<file path="config.mk">
export PLATFORM = sky130hd
export DESIGN_NAME = ltl_report_collector
export DESIGN_NICKNAME = d
export VERILOG_FILES = /design/src/rtl/ltl_mon_pkg.sv /design/src/rtl/ltl_report_fifo.sv /design/src/rtl/ltl_report_collector.sv
export SDC_FILE = /design/constraint.sdc
export NUM_CORES = 1
export LEC_CHECK = 0
export ABC_CLOCK_PERIOD_IN_PS = 2400
export BUFFER_PORTS_ARGS = -buffer_cell sky130_fd_sc_hd__buf_4
export CAP_MARGIN = 20
export CORE_ASPECT_RATIO = 1.25
export CORE_MARGIN = 2
export CORE_UTILIZATION = 54
export CTS_BUF_LIST = sky130_fd_sc_hd__clkbuf_8
export DETAILED_ROUTE_END_ITERATION = 8
export GPL_TIMING_DRIVEN = 0
export PLACE_DENSITY = 0.88
export SLEW_MARGIN = 20
export SYNTH_ARGS = -nofsm -noshare
export SYNTH_HDL_FRONTEND = slang
export SYNTH_SLANG_ARGS = --single-unit
</file>
<file path="constraint.sdc">
create_clock -name clk -period 2.4 [get_ports clk]
set_input_delay 0.36 -clock clk [delete_from_list [all_inputs] [get_ports clk]]
set_output_delay 0.36 -clock clk [all_outputs]
set_load 0.1 [all_outputs]
</file>
<file path="src/rtl/ltl_mon_pkg.sv">
// Shared types and defaults for the LTL monitor report path.
// Entry layout is {report vector, symbol index}; width helper lets instances size storage.
package ltl_mon_pkg;

  localparam int NUM_REPORTS_DEF = 4;
  localparam int TS_WIDTH_DEF    = 32;

  typedef struct packed {
    logic [NUM_REPORTS_DEF-1:0] report;
    logic [TS_WIDTH_DEF-1:0]    ts;
  } evt_entry_def_t;

  function automatic int entry_width(input int num_reports, input int ts_width);
    return num_reports + ts_width;
  endfunction

endpackage

</file>
<file path="src/rtl/ltl_report_fifo.sv">
// Synchronous FIFO, registered storage and count; head visible the cycle after a write.
// A push while full is accepted only when a pop happens in the same cycle.
module ltl_report_fifo #(
  parameter int WIDTH = 36,
  parameter int DEPTH = 4,
  localparam int AW   = $clog2(DEPTH),
  localparam int CW   = AW + 1
) (
  input  logic             clk,
  input  logic             reset_n,
  input  logic             clear,
  input  logic             push,
  input  logic [WIDTH-1:0] push_dat,
  input  logic             pop,
  output logic [WIDTH-1:0] pop_dat,
  output logic             full,
  output logic             empty,
  output logic [CW-1:0]    count
);

  logic [WIDTH-1:0] mem [DEPTH];
  logic [AW-1:0]    wr_ptr;
  logic [AW-1:0]    rd_ptr;
  logic             do_push;
  logic             do_pop;

  assign full    = (count == CW'(DEPTH));
  assign empty   = (count == '0);
  assign do_pop  = pop & ~empty;
  assign do_push = push & (~full | do_pop);
  // Head reads as zero when empty so reset/clear leave the outputs quiet.
  assign pop_dat = empty ? '0 : mem[rd_ptr];

  always_ff @(posedge clk) begin
    if (do_push && !clear) mem[wr_ptr] <= push_dat;
  end

  always_ff @(posedge clk or negedge reset_n) begin
    if (!reset_n) begin
      wr_ptr <= '0;
      rd_ptr <= '0;
      count  <= '0;
    end else if (clear) begin
      wr_ptr <= '0;
      rd_ptr <= '0;
      count  <= '0;
    end else begin
      if (do_push) wr_ptr <= wr_ptr + 1'b1;
      if (do_pop)  rd_ptr <= rd_ptr + 1'b1;
      count <= count + CW'(do_push) - CW'(do_pop);
    end
  end

endmodule

</file>
<file path="src/rtl/ltl_report_collector.sv">
// Time-stamps automaton reports and queues them; evt_valid follows the symbol by 2 cycles.
// When the queue is full and not popped, new events are dropped and counted.
module ltl_report_collector
  import ltl_mon_pkg::*;
#(
  parameter int NUM_REPORTS    = NUM_REPORTS_DEF,
  parameter int TS_WIDTH       = TS_WIDTH_DEF,
  parameter int DEPTH          = 4,
  parameter int DROP_CNT_WIDTH = 16
) (
  input  logic                         clk,
  input  logic                         reset_n,
  input  logic                         run,
  input  logic                         clear,
  input  logic                         edge_mode,
  input  logic [NUM_REPORTS-1:0]       report_i,
  output logic                         evt_valid,
  input  logic                         evt_ready,
  output logic [NUM_REPORTS-1:0]       evt_report,
  output logic [TS_WIDTH-1:0]          evt_ts,
  output logic [$clog2(DEPTH):0]       fifo_count,
  output logic                         overflow,
  output logic [DROP_CNT_WIDTH-1:0]    drop_count,
  output logic                         first_valid,
  output logic [NUM_REPORTS-1:0]       first_report,
  output logic [TS_WIDTH-1:0]          first_ts,
  output logic [TS_WIDTH-1:0]          symbol_count
);

  localparam int EW = entry_width(NUM_REPORTS, TS_WIDTH);

  typedef struct packed {
    logic [NUM_REPORTS-1:0] report;
    logic [TS_WIDTH-1:0]    ts;
  } entry_t;

  logic                   run_d;
  logic [TS_WIDTH-1:0]    idx_d;
  logic [NUM_REPORTS-1:0] report_prev;
  logic [NUM_REPORTS-1:0] filt;
  logic                   evt_hit;
  logic                   pop;
  logic                   drop;
  logic                   fifo_full;
  logic                   fifo_empty;
  entry_t                 push_entry;
  entry_t                 head_entry;

  // Reports lag the consumed symbol by one cycle, so run_d/idx_d qualify and stamp them.
  assign filt       = edge_mode ? (report_i & ~report_prev) : report_i;
  assign evt_hit    = run_d & (|filt);
  assign pop        = evt_valid & evt_ready;
  assign drop       = evt_hit & fifo_full & ~pop;
  assign push_entry = '{report: filt, ts: idx_d};

  assign evt_valid  = ~fifo_empty;
  assign evt_report = head_entry.report;
  assign evt_ts     = head_entry.ts;

  ltl_report_fifo #(
    .WIDTH (EW),
    .DEPTH (DEPTH)
  ) u_fifo (
    .clk      (clk),
    .reset_n  (reset_n),
    .clear    (clear),
    .push     (evt_hit),
    .push_dat (push_entry),
    .pop      (pop),
    .pop_dat  (head_entry),
    .full     (fifo_full),
    .empty    (fifo_empty),
    .count    (fifo_count)
  );

  always_ff @(posedge clk or negedge reset_n) begin
    if (!reset_n) begin
      run_d        <= 1'b0;
      idx_d        <= '0;
      report_prev  <= '0;
      symbol_count <= '0;
      overflow     <= 1'b0;
      drop_count   <= '0;
      first_valid  <= 1'b0;
      first_report <= '0;
      first_ts     <= '0;
    end else if (clear) begin
      run_d        <= 1'b0;
      idx_d        <= '0;
      report_prev  <= '0;
      symbol_count <= '0;
      overflow     <= 1'b0;
      drop_count   <= '0;
      first_valid  <= 1'b0;
      first_report <= '0;
      first_ts     <= '0;
    end else begin
      run_d <= run;
      if (run) begin
        idx_d        <= symbol_count;
        symbol_count <= symbol_count + 1'b1;
      end
      if (run_d) report_prev <= report_i;
      if (drop) begin
        overflow <= 1'b1;
        if (drop_count != '1) drop_count <= drop_count + 1'b1;
      end
      // Captures whether the event was queued or dropped.
      if (evt_hit && !first_valid) begin
        first_valid  <= 1'b1;
        first_report <= filt;
        first_ts     <= idx_d;
      end
    end
  end

endmodule
</file>
# [After elaboration in Yosys (flattened, before gate mapping)]
# Memories as Yosys holds them, arrays and structs flattened.
# Index checks and enable logic that the tools add are counted.
[totals] reg_bits=130 ram_bits=144 in_bits=10 output_inout_bits=126 wordCells=74 memories=1
[mem_list] name="u_fifo.mem" words=4 word_bits=36 read_ports=1 rd_clocked_by_memory_dff=0 wr=1 line_no="ltl_report_fifo.sv:21" rtl="logic [WIDTH-1:0] mem [DEPTH];"
[op_classes] add_sub_neg=6 eq_ne=2 muxes=27 bitwise_logic=12 n_reduce_logical=14
[op_table] op="two-way mux 32 bit" count=6
[op_table] op="two-way mux 16 bit" count=3
[op_table] op="two-way mux 36 bit" count=1
[op_table] op="adder 32 x 1 -> 32 bit (second input constant)" count=1
[op_table] op="two-way mux 4 bit" count=5
[op_table] op="adder 16 x 1 -> 16 bit (second input constant)" count=1
[op_table] op="!= test 16 bit (second input constant)" count=1
[op_table] op="nonzero test 2 bit" count=7
[op_table] op="two-way mux 2 bit" count=4
[op_table] op="two-way mux 1 bit" count=7
[op_table] op="bitwise AND 1 bit" count=6
[op_table] op="adder 2 x 1 -> 2 bit (second input constant)" count=2
[op_table] op="bitwise AND 4 bit" count=1
[op_table] op="inverter 4 bit" count=1
[op_table] op="OR reduction 4 bit" count=1
[op_table] op="adder 3 x 1 -> 3 bit" count=1
[op_table] op="equality test 3 bit (second input constant)" count=1
[op_table] op="logical NOT 3 bit" count=1
[op_table] op="two-way mux 3 bit" count=1
[op_table] op="inverter 1 bit" count=3
[op_table] op="subtractor 3 x 1 -> 3 bit" count=1
[op_table] op="logical AND 1 bit" count=2
[op_table] op="logical NOT 1 bit" count=2
[op_table] op="AND reduction 2 bit" count=1
[op_table] op="bitwise OR 1 bit" count=1

# [Longest topological paths before layout]
[logic_depth] word_depth=9 depth_mapped=9

# [Modules after synthesis]
# From an unflattened synthesis, not the netlist that was laid out.
[hier_totals] cells_unflattened=769 hier_area_um2=11491.0
[modules_own_cells] module="ltl_report_fifo" n_inst=1 cells_per_inst=275 area_per_inst_um2=5893.2 seq_area_each_um2=4499.3
[modules_own_cells] module="ltl_report_collector" n_inst=1 cells_per_inst=494 area_per_inst_um2=5597.9 seq_area_each_um2=3078.0

# [Worst setup path after synthesis]
# Ideal clock, no wire load.
[synth_timing] path_kind="register to output" startpoint="register u_fifo.count[1]" endpoint="output port evt_report[0]" arrival_ns=3.291 required_time_ns=2.040 setup_slack_ns=-1.251 stages_incl_launch_ff=5 cell_sequence="dfrtp_1 or3_1 clkbuf_1 clkbuf_1 and2_1"
[synth_between] elab_chain_len=2
[synth_lines] element="start, declared" line_no="ltl_report_fifo.sv:18" rtl="output logic [CW-1:0] count"
[synth_lines] element="start signal, assigned" line_no="ltl_report_fifo.sv:50" rtl="count <= count + CW'(do_push) - CW'(do_pop);"
[synth_lines] element="logical NOT 3 bit" line_no="ltl_report_fifo.sv:28" rtl="assign empty = (count == '0);"
[synth_lines] element="two-way mux 36 bit" line_no="ltl_report_fifo.sv:32" rtl="assign pop_dat = empty ? '0 : mem[rd_ptr];"
[synth_lines] element="end, declared" line_no="ltl_report_collector.sv:19" rtl="output logic [NUM_REPORTS-1:0] evt_report,"
# No other way between the ends.

# [Worst setup path in the final report]
[layout_timing] startpoint="register u_fifo.count[2]" endpoint="output port evt_ts[28]"
[layout_between] elab_chain_len=2
[layout_lines] element="logical NOT 3 bit" line_no="ltl_report_fifo.sv:28"
[layout_lines] element="two-way mux 36 bit" line_no="ltl_report_fifo.sv:32"
[layout_lines] element="end, declared" line_no="ltl_report_collector.sv:20" rtl="output logic [TS_WIDTH-1:0] evt_ts,"
# No other way between the ends.

==> impl_metrics.ini <==
[run_status]
status = complete, but fails checks
violations = setup timing

[sta]
slew_violations = 0
finalWorstSetupSlack_ps = -96.17
period_minus_slack_ps = 2496
timing.hold.ws_ps = 108.9
finalSetupViolCount = 36
finalClockSkew_ps = 32.20
hold_violations = 0
min_period_over_period_pct = 104.0
grt_setup_unrepaired = yes
fmax_mhz = 400.6
relSlewSlack_pct = 39.76
worst_pin_slew_ps = 903.7

[final_layout]
n_antenna_cell = 0
fill_cells = 1263
drive_gt1_share_pct = 35.57
fin_nets = 971
final_cells = 1258
stdcell_area_um2 = 14510
area_growth_pct = 28.34

[grt]
overflow = 0
grt_pass1_vias = 7821
grt_pass1_wl_um = 45280
antenna_found_initial = 0
track_usage_pct = 26.94
grt_start_max_net_pins = 83

[power_and_ir_drop]
power_leakage_nw = 5.973
p_total_mw = 15.55
switching_share_pct = 38.28
seqPwrFrac_pct = 32.9
pwr-share-comb_pct = 44.1
power_frac_clock_pct = 23.0
ir_worst_vdd_mv = 0.6775
internal-power_mw = 9.599
p_sw_mw = 5.953
power_density_nw_per_um2 = 1072

[logic_synthesis]
synth_area_um2 = 11300
ys_seq_elements = 274
ys_seq_area_share_pct = 67.04
synth_top_area_share_pct = 38.26
synth_commonest_cells = edfxtp_1 (144), dfrtp_1 (130), nor2_1 (82)
post-synth-top-count-cell = edfxtp_1
synth_warnings = 0
synthCells = 753
async_flop_share_pct = 47.45
syn_area_per_cell_um2 = 15.01
synth_cell_types = 49
ys.flop_type = edfxtp_1
yosys.area.top_type = edfxtp_1
synth_nets = 772
netlist_top_cells_area = edfxtp_1 (38%), dfrtp_1 (29%), mux4_2 (7.2%)
synth_edf_count = 144

[floorplan]
std_cell_rows = 59
core_area_um2 = 20670
dieArea_um2 = 22110
die_x_um = 133.4
io-pin-count = 136
die_h_um = 165.8
start_util_pct = 54.69

[setup_path]
arrival_ps = 2140
cp-endpoint = evt_ts[28]
cp-startpoint = u_fifo.count[2]$_DFF_PN0_
crit_path_start_kind = flop
r2r-start = u_fifo.count[1]$_DFF_PN0_
worst_r2r_endpoint = drop_count[4]$_DFFE_PN0P_
cp.required_ps = 2040
worst-r2r-cell-count = 7
end_kind = primary output
crit_type = reg2out
ff2ff_setup_slack_ps = 0
cp_max_fo = 8

[clock_tree]
clkTransAtPathRegs_ps = 70
cts_buffers = 40
cts_tree = done
cts_sinks = 274
root_buffer = clkbuf_8
cts-htree-levels = 2
clock_latency_ps = 540
cts.path.max_buffers = 3

[routing]
drc = 0
ant_nets = 0
firstDrtPassIters = 6
num_vias = 7590
initialDrtViolationCount = 669
finalWirelength_um = 29930
routedWlPerCell_um = 23.79
vias_per_cell = 6.033

[hold_path]
hold_class = in2reg

[placed_design]
pre_cts_slack_ps = -570.2
place_inst = 1163
post-dp-hpwl_um = 16830
dpl_cell_area_um2 = 12770
gp_congestion = 0.8049
io_buffers = 135

[job]
drv_cap = 0
[layout make-up]
cell class,count,area (um2),area share [%]
inverter,12,45.04,0.3105
timing repair buffer,154,1734,11.95
multi-input combinational,432,3716,25.62
sequential,274,7604,52.42
tap,274,342.8,2.363
clock inverter,31,163.9,1.130
buffer,38,309.0,2.130
clock buffer,43,591.8,4.080
[how the worst min path moves through the flow]
stage | start | to | slack (ps) | depth (start not counted)
2_1_floorplan | reset_n | drop_count[0]$_DFFE_PN0P_ | 60 | 0
3_3_place_gp | first_ts[17]$_DFFE_PN0P_ | first_ts[17]$_DFFE_PN0P_ | 490 | 1
3_5_place_dp | reset_n | first_report[0]$_DFFE_PN0P_ | 290 | 1
4_1_cts | report_i[1] | report_prev[1]$_DFFE_PN0P_ | 90 | 3
5_1_grt | report_i[2] | report_prev[2]$_DFFE_PN0P_ | 120 | 3
6_report | report_i[3] | report_prev[3]$_DFFE_PN0P_ | 110 | 3
[kinds of logic after synthesis]
group | share of synthesized area (%)
multiplexers | 11.12
AO/OA/AOI/OAI | 5.092
XOR/XNOR | 2.557
AND/OR/NAND/NOR | 11.35
flip-flops | 67.04
buffers and inverters | 1.782
adder cells (fa/ha/maj) | 1.063
[flip-flops by register name (all words and copies together), names as in the netlist]
signal         flops
run_d              1
first_ts          32
overflow           1
u_fifo.mem       144
idx_d             32
first_valid        1
u_fifo.wr_ptr      2
first_report       4
drop_count        16
symbol_count      32
u_fifo.count       3
u_fifo.rd_ptr      2
report_prev        4
[repair_timing]
action	4_1_cts	5_1_grt
gates resized for setup	184	19
buffers inserted	13	1
setup endpoints to repair	211	184
pin swaps	18	18
endpoints found under the hold margin	48	0
hold buffers	1	0
cloned	9	0
[routing by layer]
metal | track usage (%) | vias up | routed length (um) | share of wire (%)
li1 | - | 3205 | - | -
met1 | 33.37 | 3820 | 10790 | 36
met2 | 45.45 | 439 | 15320 | 51
met3 | 3.938 | 126 | 1965 | 6.6
met4 | 15.40 | 0 | 1855 | 6.2
met5 | 0 | - | 0 | 0
[critical path, stage by stage, from the launching register on]
cell and delay [ps]:
dfrtp_4 490, or3_4 420, clkbuf_16 200, clkbuf_16 170
and2_4 160, buf_12 160
[power groups by stage]
| stage | combinational (mW) | clock, mW | sequential, mW |
|---|---|---|---|
| 4_1_cts | 6.76 | 3.56 | 5.09 |
| 5_1_grt | 7.05 | 3.78 | 5.11 |
| 2_1_floorplan | 3.67 | 0 | 5.39 |
| 6_report | 6.86 | 3.58 | 5.11 |
| 3_5_place_dp | 4.88 | 0 | 5.19 |
| 3_3_place_gp | 4.81 | 0 | 5.19 |
[per-stage QoR]
step / util, % / TNS (ps)
floorplan: - / 0
global placement: 61.63 / -72890
detailed placement: 61.80 / -94920
CTS: 70.09 / -1841
global route: 70.18 / -3411
finish: 70.18 / -2561
[placed cells by master (no fill, tap or decap), types with 9 or more instances in the layout]
master and count:
a21oi_1 12, a22o_1 36, and2_4 45, buf_1 9
buf_12 45, buf_4 107, clkbuf_1 10, clkbuf_8 43
dfrtp_1 113, dfrtp_2 15, edfxtp_1 144, inv_1 24
mux2i_1 39, mux4_2 36, nand2_1 17, nand3_1 13
nand4_1 16, nor2_1 82, nor2b_1 11, o21ai_0 10
or3_1 11, xnor2_1 9, xor2_1 24
Power figures use the tool's default switching activity.
